==> config.mk <==
export PLATFORM = sky130hd
export DESIGN_NAME = harvard_mem_arbiter
export DESIGN_NICKNAME = d
export VERILOG_FILES = /design/src/rtl/harvard_mem_arbiter.sv
export SDC_FILE = /design/constraint.sdc
export NUM_CORES = 1
export LEC_CHECK = 0
export BUFFER_PORTS_ARGS = -buffer_cell sky130_fd_sc_hd__buf_4
export CORE_MARGIN = 2
export CORE_UTILIZATION = 23
export CTS_CLUSTER_DIAMETER = 60
export DETAILED_ROUTE_END_ITERATION = 12
export SYNTH_ARGS = -nofsm -noshare
export SYNTH_HDL_FRONTEND = slang
export SYNTH_SLANG_ARGS = --single-unit
==> constraint.sdc <==
create_clock -name clk -period 3.7 [get_ports clk]
set_clock_uncertainty 0.2 [all_clocks]
set_input_delay 0.74 -clock clk [delete_from_list [all_inputs] [get_ports clk]]
set_output_delay 0.74 -clock clk [all_outputs]
set_load 0.01 [all_outputs]
==> src/rtl/harvard_mem_arbiter.sv <==
// Single-port memory arbiter sequencing mips_cpu_harvard: fetch, optional data access, commit.
// Define HARVARD_ARB_PERF_CNT_EN to add the perf_commits / perf_wait_cycles counters.
module harvard_mem_arbiter #(
    parameter int          WAIT_TIMEOUT = 255,
    parameter logic [31:0] RESET_VECTOR = 32'hBFC00000
) (
    input  logic        clk,
    input  logic        reset,
    input  logic        cpu_active,
    output logic        cpu_clk_enable,
    input  logic [31:0] instr_address,
    output logic [31:0] instr_readdata,
    input  logic [31:0] data_address,
    input  logic        data_read,
    input  logic        data_write,
    input  logic [31:0] data_writedata,
    output logic [31:0] data_readdata,
    output logic [31:0] mem_address,
    output logic        mem_read,
    output logic        mem_write,
    output logic [31:0] mem_writedata,
    input  logic [31:0] mem_readdata,
    input  logic        mem_waitrequest,
    output logic        error
`ifdef HARVARD_ARB_PERF_CNT_EN
    ,
    output logic [31:0] perf_commits,
    output logic [31:0] perf_wait_cycles
`endif
);

    typedef enum logic [2:0] {IDLE, FETCH, EXEC, COMMIT, HALT, ERROR} state_t;

    localparam int          CW     = (WAIT_TIMEOUT > 0) ? $clog2(WAIT_TIMEOUT + 1) : 1;
    localparam logic [CW:0] TO_LIM = (CW + 1)'(WAIT_TIMEOUT);

    state_t        state;
    logic [CW-1:0] wait_cnt;
    logic [CW:0]   wait_nxt;
    logic          req;
    logic          accept;
    logic          stall;
    logic          timeout;

    // Request lines decode straight from state: the CPU address is live and only
    // frozen by the withheld clock enable, so registering it would lag a cycle.
    always_comb begin
        mem_read      = 1'b0;
        mem_write     = 1'b0;
        mem_address   = RESET_VECTOR;
        mem_writedata = '0;
        case (state)
            FETCH: begin
                mem_read    = 1'b1;
                mem_address = instr_address;
            end
            EXEC: begin
                mem_read  = data_read & ~data_write;
                mem_write = data_write & ~data_read;
                if (data_read ^ data_write)
                    mem_address = data_address;
                if (data_write & ~data_read)
                    mem_writedata = data_writedata;
            end
            default: ;
        endcase
    end

    assign req      = mem_read | mem_write;
    assign accept   = req & ~mem_waitrequest;
    assign stall    = req & mem_waitrequest;
    assign wait_nxt = {1'b0, wait_cnt} + 1'b1;
    assign timeout  = (WAIT_TIMEOUT != 0) && stall && (wait_nxt == TO_LIM);

    always_ff @(posedge clk or posedge reset) begin
        if (reset) begin
            state          <= IDLE;
            cpu_clk_enable <= 1'b0;
            error          <= 1'b0;
            instr_readdata <= '0;
            data_readdata  <= '0;
            wait_cnt       <= '0;
        end else begin
            cpu_clk_enable <= 1'b0;
            if (stall) begin
                if (wait_cnt != '1)
                    wait_cnt <= wait_nxt[CW-1:0];
            end else begin
                wait_cnt <= '0;
            end

            case (state)
                IDLE:
                    if (cpu_active)
                        state <= FETCH;
                FETCH:
                    if (timeout) begin
                        state <= ERROR;
                        error <= 1'b1;
                    end else if (accept) begin
                        instr_readdata <= mem_readdata;
                        state          <= EXEC;
                    end
                EXEC:
                    if ((data_read && data_write) || timeout) begin
                        state <= ERROR;
                        error <= 1'b1;
                    end else if (!req || accept) begin
                        if (data_read)
                            data_readdata <= mem_readdata;
                        state          <= COMMIT;
                        cpu_clk_enable <= 1'b1;
                    end
                COMMIT:
                    state <= cpu_active ? FETCH : HALT;
                HALT:  state <= HALT;
                ERROR: error <= 1'b1;
                default: begin
                    state <= ERROR;
                    error <= 1'b1;
                end
            endcase
        end
    end

`ifdef HARVARD_ARB_PERF_CNT_EN
    always_ff @(posedge clk or posedge reset) begin
        if (reset) begin
            perf_commits     <= '0;
            perf_wait_cycles <= '0;
        end else begin
            if (state == COMMIT && perf_commits != 32'hFFFFFFFF)
                perf_commits <= perf_commits + 32'd1;
            if (stall && perf_wait_cycles != 32'hFFFFFFFF)
                perf_wait_cycles <= perf_wait_cycles + 32'd1;
        end
    end
`endif

endmodule

==> flow_metrics.py <==
metrics = {
    "run_status": {
        "status": "finished, final reports clean",
    },
    "placed_design": {
        "place_congestion": 0.850,
        "place_hpwl_mm": 10.1,
        "place_area_mm2": 0.00621,
        "port_buffers": 265,
    },
    "power": {
        "finalPower_mw": 3.91,
        "ir_worst_vdd_uv": 286,
        "powerDensity_mw_per_mm2": 600,
        "p_leak_nw": 3.40,
    },
    "detailed_routing": {
        "wl_per_cell_um": 16.1,
        "drtIter0Drc": 211,
        "wl_mm": 13.3,
        "drcViolationCount": 0,
        "routed_via_density": 4.35,
        "via_count": 3581,
        "dr.pass1.iters": 4,
        "ant_nets": 0,
    },
    "global_route": {
        "grt_pass1_wl_mm": 19.5,
        "grt-ovfl-total": 0,
        "antenna_found_initial": 0,
        "grt_pass1_vias": 3495,
        "grt_usage_pct": 13.7,
        "grt_max_degree": 78,
    },
    "synth": {
        "syn_nets": 470,
        "syn_inst": 331,
        "yosysWarnings": 0,
        "synth_edf_count": 0,
        "synth_cell_type_count": 43,
        "synth_area_per_cell_um2": 12.1,
        "synth-seq-cells": 77,
        "synth_ff_type": "dfrtp_1",
        "synth_area_mm2": 0.00400,
        "ys_seq_area_share_pct": 48.2,
        "async_flop_share_pct": 100,
    },
    "die": {
        "die_y_um": 136,
        "start_util_pct": 23.3,
        "die_w_um": 136,
        "ioPinCount": 266,
        "dieArea_mm2": 0.0184,
        "coreArea_mm2": 0.0171,
        "num_rows": 48,
    },
    "hold_path": {
        "hold_path.class": "in2async",
    },
    "clock_tree": {
        "cts.sinks": 77,
        "cts_resized": 0,
        "clk_pin_slew_worst_paths_ns": 0.06,
        "cts_buffer_depth": 2,
        "cts_buffers": 9,
        "h-tree-depth": 3,
        "postCtsSetupBuffers": 0,
        "ctsHoldBuffers": 0,
        "clock_latency_ns": 0.33,
        "cts_tree": "yes",
        "clock_tree.root_cell": "clkbuf_16",
    },
    "critical_path": {
        "r2r_slack_ns": 1.24,
        "critPathTopFamily": "flip-flops",
        "reg2reg_from": "state[1]",
        "critPathMaxFanout": 10,
        "cp.required_ns": 2.76,
        "slowest_delay_ns": 0.60,
        "cp-start-kind": "register",
        "critical_path_class": "reg2out",
        "crit_buf_inv": 1,
        "r2r-end": "data_readdata[8]",
        "slowest_stage": "dfrtp_1",
        "reg2reg_depth": 6,
        "cp-end-kind": "output pin",
        "cp_cell_sequence": "nand2b_4 > or2_4 > o21ai_1 > nand3_1 > buf_4",
        "critPathArrivalTime_ns": 2.09,
    },
    "layout": {
        "multiInputGateArea_mm2": 0.00192,
        "most-common-layout-cells": "buf_4, dfrtp_1, and3_1",
        "final_area_mm2": 0.00651,
        "area_growth_syn_to_layout_pct": 63.0,
        "final_nets": 733,
        "drive_gt1_share_pct": 60.1,
        "postLayoutCoreUtil_pct": 38.0,
        "regArea_mm2": 0.00193,
        "antenna_cells": 0,
        "fill_cells": 1690,
        "final_common_cell": "buf_4",
    },
    "timing": {
        "grt_setup_unrepaired": "false",
        "max_slew_margin_pct": 59.6,
        "drv_slew": 0,
        "setup_viol_count_final": 0,
        "finalCriticalPeriod_ns": 3.03,
        "hold_viol": 0,
        "setup_tns_ns": 0,
        "fmax_mhz": 330,
        "max_slew.worst_pin.slew_ns": 0.602,
        "fin_crit_sh_pct": 81.8,
    },
    "run": {
        "drv_cap": 0,
    },
}
## cell usage after synthesis (all sizes together) (3+ instances only)
library cell,count,area (um^2)
dfrtp,77,1930
mux2,65,845
and3,36,225
a22o,23,201
nand3,16,92.6
o21ai,16,83.8
nor2,15,72.6
clkbuf,12,45.0
nand2,12,45.0
buf,9,92.6
a21oi,7,35.0
inv,7,26.3
ha,5,62.6
nand2b,3,26.3
nand3b,3,26.3
xnor2,3,26.3
## worst max-delay path by stage
stage	start	endpoint	slack, ns	depth (start not counted)
detailed placement	data_read	mem_address[4]	0.71	7
global placement	data_read	mem_address[10]	0.73	7
global route	state[1]	mem_address[31]	0.54	5
finish	state[1]	mem_address[31]	0.67	5
floorplan	reset	cpu_clk_enable	0.79	1
CTS	state[1]	mem_address[31]	0.69	5
## metrics by stage
step           instances  setup slack [ns]  hold WS [ns]
2_1_floorplan        331             0.793         0.255
6_report             824             0.673         0.294
3_5_place_dp         808             0.706         0.283
3_3_place_gp         808             0.731         0.272
5_1_grt              824             0.537         0.317
4_1_cts              824             0.686         0.302
## tightest hold or removal path, delay by kind of cell
kind / cells / cell delay, ns
buffers and inverters: 3 / 0.50
## metal layers
layer  vias up  GRT usage, %  share of wire [%]
met5         -             0                  0
met4         0          4.86                1.8
met3        20          3.40                6.2
met2       117          19.4                 47
met1      1712          20.0                 45
li1       1732             -                  -
## registers in the layout, summed over array words and instances (netlist names)
register and flops:
cpu_clk_enable 1, data_readdata 32, error 1, instr_readdata 32
state 3, wait_cnt 8
## where the power goes
part	switching [mW]	leakage [nW]	total [mW]	internal, mW
registers	0.214	0.969	1.38	1.16
logic	0.670	2.30	1.65	0.984
clock network	0.349	0.136	0.876	0.527
total	1.23	3.40	3.91	2.68
## layout make-up
| class | count | share of cell area, % |
|---|---|---|
| Tap cell | 225 | 4.32 |
| Clock inverter | 6 | 1.08 |
| Sequential cell | 77 | 29.6 |
| Inverter | 7 | 0.423 |
| Multi-Input combinational cell | 226 | 29.4 |
| Timing Repair Buffer | 273 | 31.7 |
| Clock buffer | 10 | 3.52 |
## logic make-up (layout without fill, tap and decap cells)
group	Yosys count	after routing	share of synthesized area, %
AND/OR/NAND/NOR	97	97	14.3
flip-flops	77	77	48.2
multiplexers	65	65	21.1
AO/OA/AOI/OAI	54	54	9.52
buffers and inverters	28	296	4.10
adder cells (fa/ha/maj)	5	5	1.57
XOR/XNOR	5	5	1.10
No activity file was read; power rests on OpenSTA's default activity.
